===== src/rtl/fpu_issue_queue.sv =====
// Issue queue in front of the non-stalling double-precision FPU: buffers requests, keeps one op in flight,
// returns tagged results and accumulates fflags. Define FPU_ISSUE_WATCHDOG_EN to add a WAIT-state timeout.
module fpu_issue_queue #(
  parameter int depth_log2 = 2,
  parameter int tag_width  = 6,
  parameter int ivec_width = 10
) (
  input  logic                  i_clk,
  input  logic                  i_nrst,
  input  logic                  i_flush,
  input  logic                  i_req_valid,
  output logic                  o_req_ready,
  input  logic [ivec_width-1:0] i_req_ivec,
  input  logic [63:0]           i_req_a,
  input  logic [63:0]           i_req_b,
  input  logic [tag_width-1:0]  i_req_tag,
  output logic                  o_fpu_ena,
  output logic [ivec_width-1:0] o_fpu_ivec,
  output logic [63:0]           o_fpu_a,
  output logic [63:0]           o_fpu_b,
  input  logic [63:0]           i_fpu_res,
  input  logic [4:0]            i_fpu_ex,
  input  logic                  i_fpu_valid,
  output logic                  o_resp_valid,
  output logic [tag_width-1:0]  o_resp_tag,
  output logic [63:0]           o_resp_res,
  output logic [4:0]            o_resp_fflags,
  input  logic                  i_fflags_clr,
  output logic [4:0]            o_fflags_acc,
  output logic                  o_busy
);

  // state | meaning
  // IDLE  | no op in flight; issues queue head when queue non-empty and no flush
  // WAIT  | one op in flight; waits for i_fpu_valid (or watchdog expiry)

  localparam int depth = 1 << depth_log2;

  typedef logic [depth_log2-1:0] ptr_t;
  typedef logic [depth_log2:0]   cnt_t;
  typedef enum logic [0:0] {ST_IDLE, ST_WAIT} state_t;

  typedef struct packed {
    logic [ivec_width-1:0] ivec;
    logic [63:0]           a;
    logic [63:0]           b;
    logic [tag_width-1:0]  tag;
  } entry_t;

  localparam cnt_t full_cnt = cnt_t'(depth);

  entry_t                mem_q [depth];
  entry_t                mem_d [depth];
  ptr_t                  wr_ptr_q, wr_ptr_d;
  ptr_t                  rd_ptr_q, rd_ptr_d;
  cnt_t                  count_q, count_d;
  state_t                state_q, state_d;
  logic                  discard_q, discard_d;
  logic [tag_width-1:0]  tag_inflight_q, tag_inflight_d;
  logic                  fpu_ena_q, fpu_ena_d;
  logic [ivec_width-1:0] fpu_ivec_q, fpu_ivec_d;
  logic [63:0]           fpu_a_q, fpu_a_d;
  logic [63:0]           fpu_b_q, fpu_b_d;
  logic                  resp_valid_q, resp_valid_d;
  logic [tag_width-1:0]  resp_tag_q, resp_tag_d;
  logic [63:0]           resp_res_q, resp_res_d;
  logic [4:0]            resp_fflags_q, resp_fflags_d;
  logic [4:0]            fflags_acc_q, fflags_acc_d;
`ifdef FPU_ISSUE_WATCHDOG_EN
  logic [7:0]            wdog_q, wdog_d;
`endif

  logic push;
  logic pop;
  logic op_done;
  logic timeout;

  assign o_req_ready = (count_q != full_cnt) && !i_flush;
  assign push        = i_req_valid && o_req_ready;

  always_comb begin
    mem_d          = mem_q;
    wr_ptr_d       = wr_ptr_q;
    rd_ptr_d       = rd_ptr_q;
    count_d        = count_q;
    state_d        = state_q;
    discard_d      = discard_q;
    tag_inflight_d = tag_inflight_q;
    fpu_ena_d      = 1'b0;
    fpu_ivec_d     = fpu_ivec_q;
    fpu_a_d        = fpu_a_q;
    fpu_b_d        = fpu_b_q;
    resp_valid_d   = 1'b0;
    resp_tag_d     = resp_tag_q;
    resp_res_d     = resp_res_q;
    resp_fflags_d  = resp_fflags_q;
    pop            = 1'b0;
    timeout        = 1'b0;
    op_done        = 1'b0;
`ifdef FPU_ISSUE_WATCHDOG_EN
    wdog_d         = wdog_q;
`endif

    if (push) begin
      mem_d[wr_ptr_q] = '{ivec: i_req_ivec, a: i_req_a, b: i_req_b, tag: i_req_tag};
    end

    case (state_q)
      ST_IDLE: begin
        if (count_q != '0 && !i_flush) begin
          pop            = 1'b1;
          fpu_ena_d      = 1'b1;
          fpu_ivec_d     = mem_q[rd_ptr_q].ivec;
          fpu_a_d        = mem_q[rd_ptr_q].a;
          fpu_b_d        = mem_q[rd_ptr_q].b;
          tag_inflight_d = mem_q[rd_ptr_q].tag;
          discard_d      = 1'b0;
          state_d        = ST_WAIT;
`ifdef FPU_ISSUE_WATCHDOG_EN
          // 254..0 inclusive gives 255 WAIT cycles before expiry
          wdog_d         = 8'd254;
`endif
        end
      end
      ST_WAIT: begin
`ifdef FPU_ISSUE_WATCHDOG_EN
        timeout = !i_fpu_valid && (wdog_q == 8'd0);
        if (!i_fpu_valid && wdog_q != 8'd0) begin
          wdog_d = wdog_q - 8'd1;
        end
`endif
        op_done = i_fpu_valid || timeout;
        if (op_done) begin
          // A flush in the completion cycle kills the result as well
          if (!discard_q && !i_flush) begin
            resp_valid_d  = 1'b1;
            resp_tag_d    = tag_inflight_q;
            resp_res_d    = timeout ? 64'd0 : i_fpu_res;
            resp_fflags_d = timeout ? 5'b10000 : i_fpu_ex;
          end
          discard_d = 1'b0;
          state_d   = ST_IDLE;
        end else if (i_flush) begin
          discard_d = 1'b1;
        end
      end
      default: state_d = ST_IDLE;
    endcase

    if (i_flush) begin
      wr_ptr_d = '0;
      rd_ptr_d = '0;
      count_d  = '0;
    end else begin
      wr_ptr_d = wr_ptr_q + ptr_t'(push);
      rd_ptr_d = rd_ptr_q + ptr_t'(pop);
      count_d  = count_q + cnt_t'(push) - cnt_t'(pop);
    end

    fflags_acc_d = (i_fflags_clr ? 5'b0 : fflags_acc_q) | (resp_valid_d ? resp_fflags_d : 5'b0);
  end

  always_ff @(posedge i_clk or negedge i_nrst) begin
    if (!i_nrst) begin
      for (int i = 0; i < depth; i++) begin
        mem_q[i] <= '0;
      end
      wr_ptr_q       <= '0;
      rd_ptr_q       <= '0;
      count_q        <= '0;
      state_q        <= ST_IDLE;
      discard_q      <= 1'b0;
      tag_inflight_q <= '0;
      fpu_ena_q      <= 1'b0;
      fpu_ivec_q     <= '0;
      fpu_a_q        <= '0;
      fpu_b_q        <= '0;
      resp_valid_q   <= 1'b0;
      resp_tag_q     <= '0;
      resp_res_q     <= '0;
      resp_fflags_q  <= '0;
      fflags_acc_q   <= '0;
`ifdef FPU_ISSUE_WATCHDOG_EN
      wdog_q         <= '0;
`endif
    end else begin
      mem_q          <= mem_d;
      wr_ptr_q       <= wr_ptr_d;
      rd_ptr_q       <= rd_ptr_d;
      count_q        <= count_d;
      state_q        <= state_d;
      discard_q      <= discard_d;
      tag_inflight_q <= tag_inflight_d;
      fpu_ena_q      <= fpu_ena_d;
      fpu_ivec_q     <= fpu_ivec_d;
      fpu_a_q        <= fpu_a_d;
      fpu_b_q        <= fpu_b_d;
      resp_valid_q   <= resp_valid_d;
      resp_tag_q     <= resp_tag_d;
      resp_res_q     <= resp_res_d;
      resp_fflags_q  <= resp_fflags_d;
      fflags_acc_q   <= fflags_acc_d;
`ifdef FPU_ISSUE_WATCHDOG_EN
      wdog_q         <= wdog_d;
`endif
    end
  end

  assign o_fpu_ena     = fpu_ena_q;
  assign o_fpu_ivec    = fpu_ivec_q;
  assign o_fpu_a       = fpu_a_q;
  assign o_fpu_b       = fpu_b_q;
  assign o_resp_valid  = resp_valid_q;
  assign o_resp_tag    = resp_tag_q;
  assign o_resp_res    = resp_res_q;
  assign o_resp_fflags = resp_fflags_q;
  assign o_fflags_acc  = fflags_acc_q;
  assign o_busy        = (count_q != '0) || (state_q == ST_WAIT);

endmodule


===== config.mk =====
export PLATFORM = sky130hd
export DESIGN_NAME = fpu_issue_queue
export DESIGN_NICKNAME = d
export VERILOG_FILES = /design/src/rtl/fpu_issue_queue.sv
export SDC_FILE = /design/constraint.sdc
export NUM_CORES = 1
export LEC_CHECK = 0
export BUFFER_PORTS_ARGS = -buffer_cell sky130_fd_sc_hd__buf_2
export CAP_MARGIN = 20
export CORE_ASPECT_RATIO = 1.1
export CORE_MARGIN = 5
export CORE_UTILIZATION = 55
export DETAILED_ROUTE_END_ITERATION = 16
export PLACE_DENSITY_LB_ADDON = 0.08
export SLEW_MARGIN = 40
export SYNTH_ARGS = -nofsm -noshare
export SYNTH_HDL_FRONTEND = slang
export SYNTH_SLANG_ARGS = --single-unit

===== constraint.sdc =====
create_clock -name i_clk -period 3.7 [get_ports i_clk]
set_input_delay 0.37 -clock i_clk [delete_from_list [all_inputs] [get_ports i_clk]]
set_output_delay 0.37 -clock i_clk [all_outputs]
set_load 0.01 [all_outputs]

==> results of run 1 <==
[cells in the final DEF, fill, tap and decap left out, types with 2 or more instances in the layout]
| master | n |
|---|---|
| nor4_4 | 2 |
| mux2_2 | 670 |
| and2_1 | 2 |
| dfrtp_1 | 809 |
| buf_2 | 439 |
| nor2_1 | 5 |
| nor2b_1 | 3 |
| mux4_2 | 144 |
| inv_6 | 4 |
| o21ai_0 | 10 |
| buf_16 | 2 |
| dfrtp_4 | 2 |
| nand2_1 | 8 |
| clkbuf_1 | 23 |
| mux2_1 | 120 |
| nor3_1 | 2 |
| inv_1 | 13 |
| clkbuf_16 | 85 |
| dlygate4sd3_1 | 190 |
| xnor2_1 | 2 |
| buf_12 | 25 |
| nor4b_2 | 2 |
| ha_1 | 4 |
| diode_2 | 5 |
| buf_4 | 23 |
| clkinv_2 | 10 |
| bufinv_16 | 4 |
| nand2b_1 | 2 |
| clkbuf_8 | 22 |
[how the worst max path moves through the flow]
stage	from	end	slack [ns]	cells after the start
3_5_place_dp	i_flush	rd_ptr_q[0]$_DFF_PN0_	1.19	6
6_report	count_q[1]$_DFF_PN0_	count_q[2]$_DFF_PN0_	1.23	11
3_3_place_gp	count_q[1]$_DFF_PN0_	count_q[2]$_DFF_PN0_	1.25	11
4_1_cts	count_q[1]$_DFF_PN0_	count_q[2]$_DFF_PN0_	1.21	11
2_1_floorplan	i_flush	count_q[2]$_DFF_PN0_	1.05	12
5_1_grt	count_q[1]$_DFF_PN0_	count_q[2]$_DFF_PN0_	1.00	10
[sequential cells by signal (all words and copies together), names as in the netlist]
| signal | flops |
|---|---|
| count_q | 3 |
| discard_q | 1 |
| mem_q | 576 |
| o_fflags_acc | 5 |
| o_fpu_a | 64 |
| o_fpu_b | 64 |
| o_fpu_ena | 1 |
| o_fpu_ivec | 10 |
| o_resp_fflags | 5 |
| o_resp_res | 64 |
| o_resp_tag | 6 |
| o_resp_valid | 1 |
| rd_ptr_q | 2 |
| state_q | 1 |
| tag_inflight_q | 6 |
| wr_ptr_q | 2 |
[layer usage]
layer	routed length, µm	vias up
met5	7	-
met3	3670	140
met2	39200	370
met1	32000	10292
li1	-	8417
met4	2040	2
[power by group through the flow]
stage | Sequential (µW) | Clock, µW | Combinational [µW]
after floorplan | 14400 | 0 | 6240
after global placement | 14200 | 0 | 9450
after detailed placement | 14500 | 0 | 9720
after CTS | 14300 | 8550 | 9930
after global routing | 14800 | 8930 | 10600
final | 14300 | 8340 | 9760
[cell families (layout without fill, tap and decap cells)]
group                      Yosys count  count (layout)  share of synthesized area
and+or+nand+nor                     29              29                    0.00586
adders and majority gates            5               5                    0.00209
DFF                                811             811                      0.606
buffers and inverters              134             842                     0.0209
xor gates and xnor gates             3               3                   0.000784
other                                0               5                          0
muxes                              934             934                      0.362
AOI/OAI and AO/OA                   13              13                    0.00217
[final cells by class]
type	count	area (µm²)
sequential	811	20300
timing repair buffer	680	4840
tap	824	1030
inverter	13	48.8
clock buffer	130	2520
fill	4138	19200
antenna	5	12.5
multi-input combinational	984	12500
clock inverter	19	225
[synthesized netlist by cell type (all sizes together) (2+ instances only)]
master  instances
nor4b           2
nor4            2
mux4          144
clkbuf         18
nor2            5
ha              4
dfrtp         811
o21ai          10
and2            2
xnor2           2
buf           103
nand2b          2
nor3            3
inv            13
nand2           8
mux2          790
nor2b           3
[through the flow]
stage	hold slack, ns	util	worst slack, ns	std cells
global placement	0.461	0.606	1.25	3120
finish	0.0373	0.683	1.23	3466
CTS	0.000201	0.683	1.21	3461
floorplan	0.0744	-	1.05	1929
detailed placement	0.310	0.607	1.19	3122
global route	0.0204	0.683	1.00	3462
[worst max-delay path, stage by stage (launching register included)]
cell	delay, ns
dfrtp_1	0.46
nor3b_4	0.41
nor2_1	0.11
nand2_1	0.09
ha_1	0.22
inv_1	0.06
ha_1	0.13
inv_1	0.05
fa_1	0.40
xor2_1	0.17
and2_1	0.16
nor3_1	0.13
==> flow_summary_export.csv, run 1 <==
group,metric,value,unit
status,status,"finished, final reports clean",
global_route,first_global_vias,21775,
global_route,top_usage_layer,"met2",
global_route,met1_usage,0.312,
hold_path,hp-start,"i_req_b[61]",
place,place_area,36900,µm²
drt,ant_nets,0,
hold_path,hold_class,"primary input to register",
drt,wl,76.9,mm
flow_run,maxCapViolCount,0,
power,combPwrFrac,0.301,
drt,drtPass1Iterations,4,
clocking,cts.sinks,811,
power,p_int,23200,µW
cells_and_area,finish.instance_area,41500,µm²
power,sequentialPowerShare,0.442,
floorplan,start_util,0.552,
clocking,cts_setup_buffers,0,
synth,yosysTopAreaCell,"dfrtp_1",
drt,drc,0,
clocking,cts.hold.buffers_added,190,
sta,worst_pin_slew,0.790,ns
floorplan,die-area,65900,µm²
synth,syn-cell-area,33500,µm²
synth,syn_nets,2153,
synth,ys.flop_type,"dfrtp_1",
global_route,grt_pass1_wl,124,mm
global_route,met3_usage,0.0463,
critical_path,reg2reg_depth,11,
sta,min_period_over_period,0.669,
critical_path,worstSetupPathType,"register to register",
synth,ys_types,28,
drt,via_per_inst,5.55,
global_route,antenna_found_initial,7,
clocking,clockBufferDepth,3,
synth,yosys_warnings,0,
sta,hold_viol,0,
power,cellPowerDensity,781,nW/µm²
cells_and_area,drive_gt1_frac,0.546,
sta,min_period,2.47,ns
cells_and_area,nets,2797,
synth,ys_ff_latch,811,
sta,finalMaxSlewViolations,0,
sta,finClkSkew,0.0155,ns
sta,rsz0062_at_grt,"no",
synth,synth_area_per_cell,17.4,µm²
synth,synth_edf_count,0,
floorplan,rows,95,
clocking,clock_latency,0.62,ns
clocking,cts_tree,"built",
floorplan,fp.dieH,269,µm
synth,ys_seq_area_frac,0.606,
clocking,clk_pin_slew_worst_paths,0.06,ns
power,p_clk_frac,0.257,
global_route,grt.met2_usage,0.403,
critical_path,startpoint_type,"register",
critical_path,rrSetupSlack,1.23,ns
critical_path,crit_path_max_fanout,5,
global_route,grt_max_degree,88,
hold_path,min_to,"mem_q[499]$_DFFE_PN0P_",
synth,synth-async-reset-ratio,1.00,
critical_path,cp.required,4.22,ns
global_route,grt_usage,0.236,
synth,synth.area.top_cells,"dfrtp_1 61%, mux2_2 23%, mux4_2 9.7%, mux2_1 4.0%, buf_2 1.1%",
critical_path,worstSetupEndpointType,"register",
place,gp_congestion,0.756,
place,dp.final_hpwl,47.8,mm
drt,vias,19221,
hold_path,holdPathStages,2,
drt,wl_per_cell,22.2,µm
synth,syn_inst,1929,
critical_path,r2r_end,"count_q[2]$_DFF_PN0_",
floorplan,die_x,245,µm
power,power,32400,µW
sta,fmax,0.404,GHz
synth,synth.top_cell.area_share,0.606,
critical_path,cp.arrival,2.99,ns
clocking,cts_buffers,83,
drt,drt_iter0_markers,910,
clocking,cts_max_level,3,
clocking,cts_resized,0,
sta,max_slew_margin,0.473,
floorplan,ioPinCount,441,
floorplan,core-area,60700,µm²
clocking,root_buffer,"clkbuf_16",
sta,finalSetupTns,0,ns
sta,setup_viol,0,
power,p_leak,0.0189,µW
power,swShare,0.283,
place,port_buffers,440,
global_route,grt_overflow,0,
power,p_sw,9190,µW
critical_path,r2r-start,"count_q[1]$_DFF_PN0_",
power,vdd_drop_max,454,µV
cells_and_area,syn_to_final_growth,23.9,%
Power figures use the tool's default switching activity.
==> inputs of run 2 (changes only) <==
ABC_AREA = 1   (was not set)
CORE_UTILIZATION = 53   (was 55)
clock period = 2.2 ns   (was 3.7 ns; I/O delays follow)
==> flow_summary_export.csv, run 2 <==
group,metric,value,unit
synth,synth_area_per_cell,8.10,µm²
clocking,cts.sinks,811,
sta,min_period_over_period,0.963,
critical_path,critical_path.max_stage_delay,0.40,ns
synth,syn-cell-area,36700,µm²
synth,ys_types,28,
cells_and_area,syn_to_final_growth,22.8,%
sta,finClkSkew,0.0188,ns
cells_and_area,finalCoreUtilization,0.655,
synth,synth_edf_count,0,
synth,synth.top_cell.area_share,0.554,
critical_path,r2r-start,"count_q[0]$_DFF_PN0_",
cells_and_area,final_cell_mix,"2240 x nand2_1, 809 x dfrtp_1, 576 x nand4_1",
floorplan,die_x,261,µm
power,cellPowerDensity,1230,nW/µm²
clocking,root_buffer,"clkbuf_16",
global_route,grt_overflow,0,
global_route,first_global_vias,33870,
synth,yosysTopAreaCell,"dfrtp_1",
critical_path,r2r_end,"count_q[2]$_DFF_PN0_",
critical_path,cp.arrival,1.90,ns
cells_and_area,final_common_cell,"nand2_1",
drt,drc,0,
synth,synth_fa_ha_area_frac,0.00191,
place,place_area,39900,µm²
sta,hold_viol,0,
synth,synth.area.top_cells,"dfrtp_1 55%, nand2_1 23%, nand4_1 9.8%, nand3_1 5.9%, buf_2 2.3%",
drt,wl_per_cell,19.9,µm
cells_and_area,stdcell_count,5993,
synth,synth-async-reset-ratio,1.00,
power,p_leak,0.0237,µW
critical_path,rrSetupSlack,0.13,ns
synth,synth_most_common_cell,"nand2_1",
place,gp_congestion,0.836,
synth,synth_mux_area_frac,0,
floorplan,core-area,68700,µm²
global_route,grt_pass1_wl,191,mm
critical_path,crit_path_max_fanout,58,
drt,drt_iter0_markers,3548,
synth,ys.flop_type,"dfrtp_1",
drt,ant_nets,0,
drt,via_per_inst,5.73,
cells_and_area,finish.instance_area,45000,µm²
sta,max_slew_margin,0.345,
floorplan,start_util,0.533,
drt,drtPass1Iterations,6,
cells_and_area,nets,5214,
place,dp.final_hpwl,64.0,mm
floorplan,die-area,74500,µm²
place,port_buffers,440,
global_route,grt_usage,0.316,
status,status,"finished, final reports clean",
critical_path,path_cells,"nor2_2 -> a21oi_4 -> buf_16 -> buf_2",
power,vdd_drop_max,997,µV
synth,yosys_warnings,0,
synth,synth_commonest_cells,"2240 x nand2_1, 811 x dfrtp_1, 576 x nand4_1",
clocking,clock_latency,0.63,ns
synth,syn_nets,4749,
sta,finalMaxSlewViolations,0,
sta,whs,0.0718,ns
drt,vias,34343,
sta,worst_pin_slew,0.983,ns
clocking,clk_pin_slew_worst_paths,0.06,ns
critical_path,worstSetupEndpointType,"output port",
critical_path,worstSetupPathType,"register to output port",
critical_path,cp.required,1.98,ns
drt,wl,119,mm
floorplan,ioPinCount,441,
critical_path,reg2reg_depth,10,
clocking,clockBufferDepth,3,
synth,synth_simple_gate_area_frac,0.392,
place,dp.cells,5608,
clocking,cts_max_level,3,
cells_and_area,drive_gt1_frac,0.139,
clocking,cts_buffers,86,
critical_path,crit_slowest_cell,"dfrtp_1",
floorplan,rows,101,
sta,fmax,0.472,GHz
global_route,antenna_found_initial,18,
hold_path,hold_class,"primary input to asynchronous set/reset pin",
synth,synth_xor_area_frac,0.000478,
synth,synth_top_family_by_area,"simple AND/OR/NAND/NOR gates",
synth,syn_inst,4525,
synth,synth_compound_area_frac,0.00225,
global_route,grt_max_degree,182,
critical_path,startpoint_type,"register",
sta,min_period,2.12,ns
flow_run,maxCapViolCount,0,
cells_and_area,regMostFlops,"mem_q",
floorplan,fp.dieH,286,µm
sta,finalSetupTns,0,ns
synth,ys_ff_latch,811,
sta,setup_viol,0,
clocking,cts_tree,"built",
synth,ys_seq_area_frac,0.554,
cells_and_area,largest_reg_flops,576,
-- run 2: cell count changes after synthesis, moves of 26 or more --
cell      delta
nand2_1   +2232
mux2_1     -120
mux2_2     -670
buf_1       +26
nand4_1    +576
nand3_1    +434
clkbuf_1   +172
mux4_2     -144
buf_2       +92
-- run 2: worst max-delay path by stage --
stage | start | to | slack [ns]
after floorplan | count_q[1]$_DFF_PN0_ | count_q[2]$_DFF_PN0_ | 0.009
after global placement | count_q[2]$_DFF_PN0_ | mem_q[201]$_DFFE_PN0P_ | 0.12
after detailed placement | count_q[2]$_DFF_PN0_ | mem_q[197]$_DFFE_PN0P_ | 0.07
after CTS | count_q[0]$_DFF_PN0_ | o_req_ready | 0.01
after global routing | count_q[0]$_DFF_PN0_ | count_q[2]$_DFF_PN0_ | -0.02
final | count_q[0]$_DFF_PN0_ | o_req_ready | 0.08
-- run 2: report_power, final --
| group | total [µW] | leakage (µW) | internal, µW | switching, µW |
|---|---|---|---|---|
| combinational | 17700 | 0.0118 | 6380 | 11300 |
| clock | 14400 | 0.00137 | 8390 | 6000 |
| sequential | 23300 | 0.0106 | 20200 | 3010 |
| total | 55300 | 0.0237 | 35000 | 20300 |
-- run 2: worst max-delay path: cells and delay by family (launching register included) --
family | cells | cell delay (ns)
buffers and inverters | 2 | 0.52
DFF | 1 | 0.40
AOI/OAI and AO/OA | 1 | 0.23
and+or+nand+nor | 1 | 0.08
-- run 2: metal layers --
metal,track usage,vias to the layer above,share of wire,wire length (µm)
li1,-,15899,-,-
met1,0.444,16689,0.42,50100
met2,0.507,1519,0.47,56600
met3,0.0508,226,0.078,9300
met4,0.101,10,0.027,3260
met5,0,-,0.00051,61
-- run 2: final cells by class --
| cell class | instances | area [µm²] |
|---|---|---|
| Clock buffer | 133 | 2580 |
| Fill cell | 5961 | 23700 |
| Timing Repair Buffer | 770 | 6040 |
| Sequential cell | 811 | 20300 |
| Tap cell | 927 | 1160 |
| Inverter | 31 | 139 |
| Clock inverter | 17 | 186 |
| Antenna cell | 14 | 35.0 |
| Multi-Input combinational cell | 3290 | 14600 |
-- run 2: cell families after synthesis --
family                     after synthesis
AOI/OAI and AO/OA                       15
and+or+nand+nor                       3268
xor gates and xnor gates                 2
adders and majority gates                5
buffers and inverters                  424
DFF                                    811
-- run 2: timing repair --
item | 4_1_cts | 5_1_grt
hold buffers | 217 | 0
gates cloned | 1 | 0
endpoints found under the hold margin | 1126 | 0
buffers inserted | 0 | 2
pin swaps | 0 | 1
endpoints found under the setup margin | 1 | 41
resized for setup | 1 | 1
-- run 2: metrics by stage --
| stage | setup slack, ns | total power [µW] |
|---|---|---|
| 2_1_floorplan | 0.00929 | 33800 |
| 3_3_place_gp | 0.123 | 40100 |
| 3_5_place_dp | 0.0655 | 40500 |
| 4_1_cts | 0.0121 | 55400 |
| 5_1_grt | -0.0173 | 58900 |
| 6_report | 0.0819 | 55300 |
==> inputs of run 3 (changes only) <==
RECOVER_POWER = 100   (was not set)
==> flow_summary_export.csv, run 3 (synthesis results as in run 2) <==
group,metric,value,unit
status,status,"finished, final reports clean",
power,p_leak,0.0234,µW
clocking,cts_tree,"built",
cells_and_area,final_common_cell,"nand2_1",
flow_run,maxCapViolCount,0,
sta,min_period_over_period,0.962,
cells_and_area,fillers,6025,
sta,min_period,2.12,ns
drt,drtPass1Iterations,5,
floorplan,ioPinCount,441,
floorplan,fp.dieH,286,µm
cells_and_area,final_cell_mix,"2240 x nand2_1, 809 x dfrtp_1, 576 x nand4_1",
cells_and_area,syn_to_final_growth,22.2,%
drt,via_per_inst,5.73,
critical_path,critical_path.max_stage_delay,0.40,ns
place,dp.final_hpwl,64.0,mm
power,cellPowerDensity,1230,nW/µm²
critical_path,crit_slowest_cell,"dfrtp_1",
global_route,grt_max_degree,182,
critical_path,rrSetupSlack,0.13,ns
floorplan,start_util,0.533,
critical_path,r2r_end,"count_q[2]$_DFF_PN0_",
drt,wl_per_cell,19.9,µm
clocking,cts_max_level,3,
drt,wl,119,mm
clocking,clk_pin_slew_worst_paths,0.06,ns
critical_path,startpoint_type,"register",
drt,vias,34338,
global_route,antenna_found_initial,18,
floorplan,die-area,74500,µm²
critical_path,r2r-start,"count_q[0]$_DFF_PN0_",
place,port_buffers,440,
cells_and_area,drive_gt1_frac,0.125,
critical_path,cp.depth,4,
critical_path,crit_start,"count_q[0]$_DFF_PN0_",
critical_path,worstSetupPathType,"register to output port",
cells_and_area,finalCoreUtilization,0.651,
critical_path,crit_path_end,"o_req_ready",
critical_path,worstSetupEndpointType,"output port",
global_route,grt_usage,0.316,
critical_path,crit_family,"buffers and inverters",
floorplan,die_x,261,µm
critical_path,crit_path_max_fanout,58,
power,power,55200,µW
floorplan,rows,101,
sta,fmax,0.473,GHz
power,vdd_drop_max,1000,µV
drt,drt_iter0_markers,3503,
sta,finalMaxSlewViolations,0,
critical_path,crit_buf_inv,2,
sta,setup_viol,0,
clocking,clock_latency,0.63,ns
global_route,first_global_vias,33870,
critical_path,cp.arrival,1.90,ns
cells_and_area,largest_reg_flops,576,
global_route,grt_pass1_wl,191,mm
global_route,grt_overflow,0,
cells_and_area,regMostFlops,"mem_q",
critical_path,cp.required,1.98,ns
clocking,root_buffer,"clkbuf_16",
place,gp_congestion,0.836,
sta,hold_viol,0,
sta,worst_pin_slew,1.03,ns
drt,drc,0,
clocking,cts.sinks,811,
sta,max_slew_margin,0.313,
clocking,clockBufferDepth,3,
critical_path,path_cells,"nor2_2 -> a21oi_4 -> buf_16 -> buf_2",
drt,ant_nets,0,
floorplan,core-area,68700,µm²
critical_path,reg2reg_depth,10,
hold_path,hold_class,"primary input to register",
sta,finClkSkew,0.0196,ns
sta,finalSetupTns,0,ns
cells_and_area,nets,5214,
clocking,cts_buffers,86,
[run 3: cell count changes in the layout (fill, tap and decap cells not counted), moves of 2 or more]
cell and delta:
clkbuf_2 +14, clkbuf_1 +68, diode_2 +2, clkbuf_4 +2
buf_4 -20, buf_6 +4, buf_2 -59, buf_12 -8
[run 3: where the power goes]
part           total, µW  leakage, µW  internal [µW]  switching (µW)
Combinational      17500       0.0115           6230           11300
Clock              14400      0.00137           8390            5990
Sequential         23300       0.0106          20200            3020
Total              55200       0.0234          34900           20300
[run 3: worst min path at each step]
| stage | start | end | depth (start not counted) | slack, ns |
|---|---|---|---|---|
| after floorplan | i_nrst | count_q[0]$_DFF_PN0_ | 0 | -0.08 |
| after global placement | i_nrst | o_resp_res[16]$_DFFE_PN0P_ | 1 | 0.13 |
| after detailed placement | i_nrst | mem_q[316]$_DFFE_PN0P_ | 1 | 0.13 |
| after CTS | i_nrst | mem_q[316]$_DFFE_PN0P_ | 2 | 0.06 |
| after global routing | i_req_valid | mem_q[439]$_DFFE_PN0P_ | 4 | 0.1 |
| final | i_req_valid | mem_q[110]$_DFFE_PN0P_ | 4 | 0.11 |
[run 3: cell type report]
class / instances / area, µm² / area share
multi-input cells: 3290 / 14600 / 0.325
inverters: 31 / 139 / 0.00310
diodes: 16 / 40.0 / 0.000894
flip-flops and latches: 811 / 20300 / 0.453
clock inverters: 17 / 186 / 0.00416
repair buffers: 770 / 5800 / 0.130
well taps: 927 / 1160 / 0.0259
clock buffers: 133 / 2580 / 0.0577
[run 3: repair_timing]
action,CTS,global route
hold buffers,217,0
setup endpoints to repair,1,41
gates resized for setup,1,1
cloned,1,0
setup buffers,0,2
endpoints found under the hold margin,1126,0
pin swaps,0,1
[run 3: per-layer routing]
metal	wire, µm	track usage	vias to the layer above
li1	-	-	15905
met1	49600	0.444	16667
met2	56800	0.507	1529
met3	9480	0.0508	229
met4	3390	0.101	8
met5	54	0	-
[run 3: worst reg2reg max path, cell delays in order, from the launching register on]
cell and delay [ns]:
dfrtp_1 0.40, nor2_2 0.08, a21oi_4 0.24, nand2_1 0.11, ha_1 0.28, inv_1 0.06
ha_1 0.13, inv_1 0.05, fa_1 0.39, xor2_1 0.17, nor2_1 0.05
[run 3: metrics by stage]
| stage | setup WS (ns) | std cells | cell area [µm²] | hold slack, ns |
|---|---|---|---|---|
| 2_1_floorplan | 0.00929 | 4525 | 36700 | -0.0756 |
| 6_report | 0.0837 | 5995 | 44800 | 0.108 |
| 4_1_cts | 0.0121 | 5976 | 44900 | 0.0637 |
| 3_3_place_gp | 0.123 | 5608 | 39900 | 0.129 |
| 5_1_grt | -0.0173 | 5990 | 44800 | 0.0979 |
| 3_5_place_dp | 0.0655 | 5608 | 39900 | 0.133 |
